[src/rtl/scanchain_pkg.sv]
// Shared scan-chain definitions: the writer FSM state encoding and the
// default address/payload widths also used by the UART scan client.
package scanchain_pkg;

  localparam int SCAN_ADDR_BITS    = 12;
  localparam int SCAN_PAYLOAD_BITS = 169;

  typedef enum logic [1:0] {
    IDLE   = 2'd0,
    SHIFT  = 2'd1,
    UPDATE = 2'd2,
    RST    = 2'd3
  } scan_state_e;

  // A divide-by-1 still needs a one-bit counter so the ports stay legal.
  function automatic int div_cnt_width(input int div);
    return (div > 1) ? $clog2(div) : 1;
  endfunction

endpackage

[src/rtl/scan_clk_div.sv]
// Scan clock divider: counts CLK_DIV system cycles per half period and
// toggles a phase bit at the end of each half; restarts low on clear.
module scan_clk_div
  import scanchain_pkg::*;
#(
  parameter int CLK_DIV = 4
) (
  input  logic clk,
  input  logic reset,
  input  logic clear,
  output logic half_tick,
  output logic phase
);

  localparam int DW = div_cnt_width(CLK_DIV);
  localparam logic [DW-1:0] DIV_LAST = DW'(CLK_DIV - 1);

  logic [DW-1:0] div_cnt_reg;
  logic          phase_reg;

  assign half_tick = (div_cnt_reg == DIV_LAST);
  assign phase     = phase_reg;

  always_ff @(posedge clk or negedge reset) begin
    if (!reset) begin
      div_cnt_reg <= '0;
      phase_reg   <= 1'b0;
    end else if (clear) begin
      div_cnt_reg <= '0;
      phase_reg   <= 1'b0;
    end else if (half_tick) begin
      div_cnt_reg <= '0;
      phase_reg   <= ~phase_reg;
    end else begin
      div_cnt_reg <= div_cnt_reg + 1'b1;
    end
  end

endmodule

[src/rtl/scanchain_writer.sv]
// Serialises one scan write (or chain reset) command onto the chip scan pins
// at a divided rate; write_ready returns only once the chip-side frame ends.
module scanchain_writer
  import scanchain_pkg::*;
#(
  parameter int ADDR_BITS    = SCAN_ADDR_BITS,
  parameter int PAYLOAD_BITS = SCAN_PAYLOAD_BITS,
  parameter int CLK_DIV      = 4
) (
  input  logic                    clk,
  input  logic                    reset,
  input  logic                    write_valid,
  output logic                    write_ready,
  input  logic [ADDR_BITS-1:0]    write_addr,
  input  logic [PAYLOAD_BITS-1:0] write_payload,
  input  logic                    write_reset,
  output logic                    scan_clk,
  output logic                    scan_en,
  output logic                    scan_in,
  output logic                    scan_update,
  output logic                    scan_reset
);

  localparam int N  = ADDR_BITS + PAYLOAD_BITS;
  localparam int BW = $clog2(N);
  localparam logic [BW-1:0] BIT_LAST = BW'(N - 1);

  localparam logic [1:0] S_IDLE   = IDLE;
  localparam logic [1:0] S_SHIFT  = SHIFT;
  localparam logic [1:0] S_UPDATE = UPDATE;
  localparam logic [1:0] S_RST    = RST;

  logic [1:0]    state_reg, state_next;
  logic [N-1:0]  shreg_reg, shreg_next;
  logic [BW-1:0] bit_cnt_reg, bit_cnt_next;
  logic          ready_reg;
  logic          scan_clk_reg, scan_en_reg, scan_in_reg;
  logic          scan_update_reg, scan_reset_reg;
  logic          half_tick, phase, clear, period_end;

  scan_clk_div #(.CLK_DIV(CLK_DIV)) u_div (
    .clk       (clk),
    .reset     (reset),
    .clear     (clear),
    .half_tick (half_tick),
    .phase     (phase)
  );

  // A scan period ends on the last cycle of its high half.
  assign period_end = half_tick & phase;

  always_comb begin
    state_next   = state_reg;
    shreg_next   = shreg_reg;
    bit_cnt_next = bit_cnt_reg;
    case (state_reg)
      S_IDLE: begin
        if (write_valid && ready_reg) begin
          if (write_reset) begin
            state_next = S_RST;
          end else begin
            state_next = S_SHIFT;
            shreg_next = {write_addr, write_payload};
          end
        end
      end
      S_SHIFT: begin
        if (period_end) begin
          shreg_next = {shreg_reg[N-2:0], 1'b0};
          if (bit_cnt_reg == '0) state_next = S_UPDATE;
          else                   bit_cnt_next = bit_cnt_reg - 1'b1;
        end
      end
      S_UPDATE, S_RST: begin
        if (period_end) state_next = S_IDLE;
      end
      default: state_next = S_IDLE;
    endcase
    if (state_next != state_reg) bit_cnt_next = (state_next == S_SHIFT) ? BIT_LAST : '0;
    clear = (state_next != state_reg) || (state_reg == S_IDLE);
  end

  // Outputs are registered from the next-state values so they line up with
  // the state register and never decode through combinational logic.
  always_ff @(posedge clk or negedge reset) begin
    if (!reset) begin
      state_reg       <= S_IDLE;
      shreg_reg       <= '0;
      bit_cnt_reg     <= '0;
      ready_reg       <= 1'b1;
      scan_clk_reg    <= 1'b0;
      scan_en_reg     <= 1'b0;
      scan_in_reg     <= 1'b0;
      scan_update_reg <= 1'b0;
      scan_reset_reg  <= 1'b0;
    end else begin
      state_reg       <= state_next;
      shreg_reg       <= shreg_next;
      bit_cnt_reg     <= bit_cnt_next;
      ready_reg       <= (state_next == S_IDLE);
      scan_clk_reg    <= (state_next == S_SHIFT) && !clear && (phase ^ half_tick);
      scan_en_reg     <= (state_next == S_SHIFT);
      scan_in_reg     <= (state_next == S_SHIFT) ? shreg_next[N-1] : 1'b0;
      scan_update_reg <= (state_next == S_UPDATE);
      scan_reset_reg  <= (state_next == S_RST);
    end
  end

  assign write_ready = ready_reg;
  assign scan_clk    = scan_clk_reg;
  assign scan_en     = scan_en_reg;
  assign scan_in     = scan_in_reg;
  assign scan_update = scan_update_reg;
  assign scan_reset  = scan_reset_reg;

endmodule

[config.mk]
export PLATFORM = sky130hd
export DESIGN_NAME = scanchain_writer
export DESIGN_NICKNAME = d
export VERILOG_FILES = /design/src/rtl/scanchain_pkg.sv /design/src/rtl/scan_clk_div.sv /design/src/rtl/scanchain_writer.sv
export SDC_FILE = /design/constraint.sdc
export NUM_CORES = 1
export LEC_CHECK = 0
export ABC_AREA = 1
export ABC_CLOCK_PERIOD_IN_PS = 4400
export BUFFER_PORTS_ARGS = -buffer_cell sky130_fd_sc_hd__buf_4
export CAP_MARGIN = 30
export CORE_MARGIN = 3
export CORE_UTILIZATION = 42
export DETAILED_ROUTE_END_ITERATION = 10
export GPL_TIMING_DRIVEN = 0
export PLACE_DENSITY = 0.73
export SLEW_MARGIN = 30
export SYNTH_ARGS = -nofsm -noshare
export SYNTH_HDL_FRONTEND = slang
export SYNTH_SLANG_ARGS = --single-unit
[constraint.sdc]
create_clock -name clk -period 4.4 [get_ports clk]
set_input_delay 0.22 -clock clk [delete_from_list [all_inputs] [get_ports clk]]
set_output_delay 0.22 -clock clk [all_outputs]
set_load 0.1 [all_outputs]
# Word level (Yosys, flattened, before mapping)
# Index checks and enable logic that the tools add are counted.
# op_classes
addsub,2
n_eq_ne,12
muxes,20
bitwise,3
reduce_logical,15
# op_table
operator,n
two-way mux 181 bit,3
one-hot mux 181 bit (2 select lines),1
two-way mux 8 bit,5
two-way mux 2 bit,7
== test 2 bit (second input constant),5
zero test 8 bit,1
nonzero test 2 bit,4
subtractor 8 x 1 -> 8 bit (second input constant),1
inequality test 2 bit (second input constant),3
one-hot mux 2 bit (3 select lines),1
== test 2 x 1 -> 1 bit (second input constant),2
zero test 2 bit,2
AND reduction 4 bit,1
logical AND 1 bit,3
two-way mux 1 bit,3
AND reduction 3 bit,1
adder 2 x 1 -> 2 bit (second input constant),1
inequality test 2 x 1 -> 1 bit (second input constant),1
inequality test 2 bit,1
OR reduction 2 bit,1
bitwise AND 1 bit,1
zero test 1 bit,1
logical OR 1 bit,1
inverter 1 bit,1
XOR 1 bit,1
# totals
regBits,200
in_bits,185
elab_cells,64

# Depth between registers and ports, before layout
# Gate-level depths: netlist (run 1).
# logic_depth
word_depth,9
depth_mapped,10

# Hierarchy
# A second synthesis (run 1) with hierarchy kept.
# unflattened
cells_unflattened,1010
area_unflattened_um2,9321.4
# modules_own_cells
mod,n_inst,cells_per_inst,area_each_um2
scanchain_writer,1,998,9202.6
scan_clk_div,1,12,118.9

# Worst setup path before layout (run 1)
# OpenSTA, ideal clock, no wires.
# synth_timing
kind,reg-to-reg
start,"reg ready_reg, in the netlist write_ready"
end,reg shreg_reg[101]
t_arrival_ns,1.652
slack_ns,2.611
path_stages_with_launch,8
n_path_buf,2
period_less_slack_ns,1.789
path_cell_list,dfstp_2 > nand2_1 > inv_1 > nand3_2 > nand2_2 > buf_4 > buf_4 > o221ai_1
# synth_between
elab_chain_len,3
# synth_lines
item,line,text
from (decl),scanchain_writer.sv:36,logic ready_reg;
from (signal assigned),scanchain_writer.sv:100,ready_reg <= (state_next == S_IDLE);
logical AND 1 bit,scanchain_writer.sv:58,if (write_valid && ready_reg) begin
inequality test 2 bit (no line),n/a,
AND reduction 4 bit (no line),n/a,
to (signal assigned),scanchain_writer.sv:98,shreg_reg <= shreg_next;
to (decl),scanchain_writer.sv:34,"logic [N-1:0] shreg_reg, shreg_next;"
# Every way passes these cells.
# A chain may end at the register's enable or synchronous reset.

# Worst setup path in the final report (run 1)
# layout_timing
start,reg u_div.div_cnt_reg[0]
end,reg shreg_reg[165]
# layout_between
elab_chain_len,4
# layout_lines
item,line,text
from (decl),scan_clk_div.sv:18,logic [DW-1:0] div_cnt_reg;
from (signal assigned),scan_clk_div.sv:35,div_cnt_reg <= div_cnt_reg + 1'b1;
== test 2 bit,scan_clk_div.sv:21,assign half_tick = (div_cnt_reg == DIV_LAST);
bitwise AND 1 bit,scanchain_writer.sv:50,assign period_end = half_tick & phase;
inequality test 2 bit (no line),n/a,
AND reduction 4 bit (no line),n/a,
# Every way passes these cells.

==> flow_summary_export.csv, run 1 <==
group,metric,value,unit
routing,drt_iter0_markers,503,
worst_setup_path,cp_num_buf_inv,2,
layout,syn2layout_area_growth,24.6,%
routing,viasPerCell,5.12,
worst_setup_path,r2r_start,"u_div.div_cnt_reg[0]",
grt,grt_pass1_vias,8186,
hold_path,min_from,"write_payload[26]",
worst_setup_path,r2r_cells,7,
synth,synth.distinct_cells,34,
timing,fin_crit_sh,44.2,%
worst_setup_path,path_class,"reg -> reg",
outcome,status,"finished clean",
grt,grt_antenna_before_repair,0,
layout,finalNonFillerCells,1550,
die,fp.coreArea,22900,µm²
clocking,root_buffer,"clkbuf_16",
timing,max_freq,0.514,GHz
timing,final_hold_viol_count,0,
clocking,clkSinkCount,200,
hold_path,hold-path-cell-count,3,
timing,rsz0062_at_grt,"no",
placement,io_buffers,190,
worst_setup_path,critPathMostFrequentCell,"ha_1",
worst_setup_path,crit_chain,"ha_1 -> ha_1 -> nand2_2 -> buf_6 -> buf_1 -> nand3_1 -> o221ai_2",
clocking,path_clk_slew,80,ps
worst_setup_path,worstPathArrival,2290,ps
worst_setup_path,path_delay_family,"buffers and inverters",
clocking,cts_made_buffers,17,
worst_setup_path,reg2reg_slack,2450,ps
synth,syn_nets,1202,
power_and_ir_drop,power_density,619,nW/µm²
timing,whs,62.5,ps
flow_run,max_cap_viol_count,0,
placement,dp_slack,2450,ps
placement,gp_congestion,0.812,
grt,grt_max_degree,81,
layout,drive_above_1_share,31.0,%
layout,insertedDiodeCount,0,
synth,async_flop_share,100,%
layout,fillers,2083,
layout,largest_reg_flops,181,
timing,finClkSkew,11.7,ps
synth,syn-instance-count,1014,
routing,wire_per_inst,16.4,µm
worst_setup_path,worstPathRequired,4750,ps
routing,post-route-drc-count,0,
worst_setup_path,cpMaxStageDelayCell,"buf_1",
die,io_pins,191,
routing,first_pass_iters,4,
clocking,cts_setup_buffers,0,
power_and_ir_drop,irDropWorstVdd,0.343,mV
die,die_width,160,µm
placement,dp_cells,1519,
die,dieArea,25500,µm²
worst_setup_path,cpPeakStageDelay,410,ps
hold_path,holdCritPathClass,"in -> reg",
worst_setup_path,start_kind,"register",
synth,synth_edf_count,0,
timing,maxSlewHeadroom,66.0,%
layout,final_area,12300,µm²
synth,netlist_area,9900,µm²
synth,yosysWarnings,0,
synth,synth.avg_cell_area,9.77,µm²
timing,drv_slew,0,
routing,finalWirelength,25500,µm
placement,place_area,11800,µm²
die,rows,55,
clocking,htreeDepth,4,
worst_setup_path,crit_path_max_fanout,10,
die,die_height,160,µm
grt,grt_first_pass_wirelength,41300,µm
clocking,cts_tree,"done",
grt,grt_usage,20.0,%
routing,antenna_left,0,
layout,nNetsFinal,1414,
grt,grt_overflow,0,
synth,yosys_most_used_dff,"dfrtp_1",
timing,period_minus_slack,1950,ps
timing,worst_slew_pin_slew,511,ps
clocking,clock_latency,430,ps
die,start_util,43.2,%
routing,vias,7939,
timing,finalSetupViolations,0,
synth,ys_seq_area_share,50.5,%
worst_setup_path,critPathCaptureType,"register",
worst_setup_path,worstReg2RegEnd,"shreg_reg[165]",
hold_path,min_to,"shreg_reg[26]",
clocking,clockBufferDepth,2,
layout,layout_common_cells,"288 x inv_1, 199 x dfrtp_1, 193 x buf_4, 136 x nand2_1, 93 x nand3_1",
layout,final_common_cell,"inv_1",
synth,yosys_register_bits,200,
power_and_ir_drop,leakagePower,6.32,nW
timing,fin_tns_setup,0,ps
placement,place_hpwl,18000,µm
timing,layout_setup_ws,2450,ps
==> timing repair <==
item	CTS	global route
resized for setup	0	0
hold endpoints to repair	54	0
hold buffers	1	0
==> per-layer routing <==
layer / global-route usage, % / routed length [µm] / vias to the layer above
met5: 0 / 0 / -
met4: 6.33 / 510 / 0
met3: 4.08 / 1330 / 33
met2: 32.1 / 12300 / 200
met1: 27.4 / 11300 / 3906
li1: - / - / 3800
==> worst reg2reg max path, delay by kind of cell, from the launching register on <==
kind                     cells  cell delay, ps
buffers and inverters        2             620
adder cells (fa/ha/maj)      2             460
flip-flops                   1             380
AND/OR/NAND/NOR              2             300
AO/OA/AOI/OAI                1              90
==> final cells by class <==
cell class	count	area, µm²	share of cell area (%)
flip-flops and latches	200	5010	40.6
inverters	293	1100	8.91
repair buffers	193	1500	12.1
plain buffers	69	415	3.37
well taps	313	392	3.17
clock buffers	19	453	3.67
multi-input cells	452	3380	27.4
clock inverters	11	92.6	0.750
==> report_power, final <==
part           leakage, nW  internal [mW]  switching (mW)
logic                 3.70           1.31            1.67
clock network        0.258          0.760           0.726
registers             2.36           2.78           0.398
total                 6.32           4.85            2.79
==> logic make-up after synthesis <==
| family | after synthesis | share of synthesized area, % |
|---|---|---|
| buffers and inverters | 362 | 15.3 |
| and+or+nand+nor | 255 | 11.3 |
| DFF | 200 | 50.5 |
| AOI/OAI and AO/OA | 191 | 22.3 |
| xor gates and xnor gates | 3 | 0.265 |
| adders and majority gates | 3 | 0.379 |
==> stage by stage <==
step	power (mW)	util, %
floorplan	5.43	-
global placement	6.05	51.2
detailed placement	6.19	51.4
CTS	7.70	53.9
global route	8.21	53.9
finish	7.64	53.9
==> worst max-delay path by stage <==
stage	start	to	slack, ps	cells after the start
finish	u_div.div_cnt_reg[0]	shreg_reg[165]	2450	7
global route	u_div.div_cnt_reg[0]	shreg_reg[90]	2310	7
CTS	write_ready	shreg_reg[93]	2420	7
detailed placement	write_ready	shreg_reg[91]	2450	7
global placement	reset	shreg_reg[158]	1710	1
floorplan	write_ready	shreg_reg[101]	2610	7
==> Yosys cell counts (2+ instances only) <==
library cell | count | share of area [%]
buf_1 | 9 | 0.34
buf_2 | 41 | 2.1
clkbuf_1 | 3 | 0.11
nand2_1 | 136 | 5.2
buf_4 | 4 | 0.30
ha_1 | 3 | 0.38
xor2_1 | 2 | 0.18
nand3_1 | 93 | 4.7
nor2_1 | 13 | 0.49
o221ai_1 | 89 | 7.9
o221ai_2 | 88 | 13
nand4_1 | 2 | 0.13
o21ai_1 | 3 | 0.15
inv_2 | 5 | 0.19
buf_6 | 12 | 1.4
nand2_2 | 3 | 0.19
inv_1 | 288 | 11
o21ai_0 | 2 | 0.10
dfrtp_1 | 199 | 50
nor2_2 | 3 | 0.19
o211ai_1 | 3 | 0.23
(Power assumes the default switching activity.)
==> run 2: changes to the inputs <==
--- a/config.mk
+++ b/config.mk
@@ -6,7 +6,7 @@
 export NUM_CORES = 1
 export LEC_CHECK = 0
 export ABC_AREA = 1
-export ABC_CLOCK_PERIOD_IN_PS = 4400
+export ABC_CLOCK_PERIOD_IN_PS = 1800
 export BUFFER_PORTS_ARGS = -buffer_cell sky130_fd_sc_hd__buf_4
 export CAP_MARGIN = 30
 export CORE_MARGIN = 3
==> constraint.sdc (replaced) <==
create_clock -name clk -period 1.8 [get_ports clk]
set_input_delay 0.09 -clock clk [delete_from_list [all_inputs] [get_ports clk]]
set_output_delay 0.09 -clock clk [all_outputs]
set_load 0.1 [all_outputs]
==> run 2 against run 1 <==
Effect of this change: cell area up 15%; power rose to 2.5 times the previous value; core utilization up 8.3 points; register-to-register slack worse by 2400 ps; die area unchanged; combinational power rose to 2.6 times the previous value; largest power group is now combinational cells; via count up 11%; sequential power up 140%; flip-flop and latch count unchanged; cell count up 12%; first-iteration DRC count up 7.8%; critical path type unchanged; count of clock-buffer cells in the layout unchanged.
==> flow_summary_export.csv, run 2 (synthesized netlist as in run 1, its figures left out) <==
group,metric,value,unit
die,die_width,160,µm
timing,fin_crit_sh,94.6,%
clocking,clkSinkCount,200,
die,rows,55,
layout,final_common_cell,"inv_1",
clocking,cts_made_buffers,17,
routing,viasPerCell,5.10,
timing,layout_setup_ws,97.8,ps
die,start_util,43.2,%
routing,antenna_left,0,
power_and_ir_drop,p_comb_share,40.6,%
hold_path,min_from,"write_payload[91]",
timing,worst_slew_pin_slew,536,ps
flow_run,max_cap_viol_count,0,
layout,largest_reg_flops,181,
power_and_ir_drop,internal_power,12.2,mW
timing,finClkSkew,10.3,ps
grt,gr-usage-met1,29.3,%
worst_setup_path,critPathCaptureType,"register",
worst_setup_path,critPathLaunch,"u_div.div_cnt_reg[0]",
hold_path,holdCritPathClass,"in -> reg",
power_and_ir_drop,irDropWorstVdd,0.846,mV
grt,grt_first_pass_wirelength,47200,µm
placement,place_hpwl,18000,µm
outcome,status,"finished clean",
timing,finalSetupViolations,0,
placement,dp_slack,-146,ps
clocking,clock_latency,430,ps
worst_setup_path,worstPathArrival,2020,ps
routing,vias,8841,
placement,gp_congestion,0.812,
layout,multi_input_area,3410,µm²
worst_setup_path,worstPathRequired,2120,ps
routing,finalWirelength,29100,µm
clocking,path_clk_slew,80,ps
grt,grt_pass1_vias,9323,
routing,drt_iter0_markers,542,
layout,seq_area,5010,µm²
worst_setup_path,crit_path_max_fanout,7,
placement,io_buffers,190,
timing,maxSlewHeadroom,64.3,%
power_and_ir_drop,power_density,1350,nW/µm²
grt,met3_usage,3.98,%
worst_setup_path,path_class,"reg -> reg",
routing,post-route-drc-count,0,
grt,grt_max_degree,81,
timing,drv_slew,0,
clocking,root_buffer,"clkbuf_16",
worst_setup_path,start_kind,"register",
layout,syn2layout_area_growth,43.8,%
grt,grt_overflow,0,
worst_setup_path,r2r_start,"u_div.div_cnt_reg[0]",
die,dieArea,25500,µm²
clocking,cts_tree,"done",
power_and_ir_drop,leakagePower,7.10,nW
routing,wire_per_inst,16.8,µm
layout,drive_above_1_share,28.3,%
layout,nNetsFinal,1594,
die,die_height,160,µm
grt,grt_busiest_layer,"met2",
die,fp.coreArea,22900,µm²
timing,max_freq,0.587,GHz
die,io_pins,191,
grt,use_met2,39.0,%
clocking,htreeDepth,4,
layout,layout_common_cells,"288 x inv_1, 207 x buf_4, 199 x dfrtp_1, 176 x dlygate4sd3_1, 136 x nand2_1",
power_and_ir_drop,p_seq_share,40.4,%
layout,fillers,1820,
power_and_ir_drop,p_sw_share,36.4,%
power_and_ir_drop,p_sw,7.02,mW
timing,whs,14.8,ps
routing,first_pass_iters,8,
timing,period_minus_slack,1700,ps
timing,final_hold_viol_count,0,
power_and_ir_drop,power_frac_clock,19.0,%
grt,grt_antenna_before_repair,3,
grt,grt_usage,22.9,%
clocking,clockBufferDepth,2,
-- run 2: cell count changes in the layout (fill, tap and decap cells not counted), sizes merged --
cell and change:
clkbuf +1, buf +4, dlygate4sd3 +175, diode +4
-- run 2: metal layers --
metal  share of wire, %  routed length [µm]
met2                 51               14800
met3                4.5                1320
met1                 42               12100
met5                  0                   0
met4                3.0                 883
-- run 2: worst max-delay path, cell delays in order (launching register included) --
cell and delay, ps:
dfrtp_1 350, ha_2 200, ha_2 230, nand2_4 100, nor2_2 250, inv_2 70, nand2_2 160, inv_2 90
nand2_1 70, nand2_1 50
-- run 2: path summary, 6_finish.rpt --
kind / end / slack (ps) / depth (start not counted)
max in group asynchronous: shreg_reg[162] / 880 / 3
setup / recovery: bit_cnt_reg[4] / 100 / 9
hold / removal: shreg_reg[91] / 10 / 3
min in group asynchronous: shreg_reg[70] / 170 / 2
hold reg to reg: u_div.div_cnt_reg[0] / 440 / 1
setup reg to reg: bit_cnt_reg[4] / 100 / 9
-- run 2: timing repair --
item	CTS	global route
hold buffers	176	0
setup endpoints to repair	174	184
setup buffers	5	0
endpoints found under the hold margin	230	0
resized for setup	18	23
pin swaps	3	3
-- run 2: power groups by stage --
stage                     clock [mW]  sequential, mW  combinational, mW
after CTS                       3.70            7.75               7.79
after global placement             0            7.74               7.05
after global routing            3.90            8.03               8.73
after floorplan                    0            7.88               5.39
final                           3.65            7.78               7.82
after detailed placement           0            7.82               7.32
-- run 2: through the flow --
| step | TNS [ps] | cell area, µm² | power [mW] | utilization [%] | cells |
|---|---|---|---|---|---|
| after floorplan | 0 | 9900 | 13.3 | - | 1014 |
| after global placement | -157080 | 11700 | 14.8 | 51.2 | 1517 |
| after detailed placement | -9960 | 11800 | 15.1 | 51.4 | 1519 |
| after CTS | 0 | 14200 | 19.2 | 61.9 | 1730 |
| after global routing | -27.1 | 14200 | 20.7 | 62.1 | 1733 |
| final | 0 | 14200 | 19.3 | 62.1 | 1734 |
-- run 2: final cells by class --
type                    instances  share of cell area (%)
clock buffers                  19                    3.18
inverters                     293                    7.72
well taps                     313                    2.75
plain buffers                  69                    3.35
flip-flops and latches        200                    35.2
diodes                          4                  0.0703
multi-input cells             452                    24.0
repair buffers                373                    23.2
clock inverters                11                   0.650
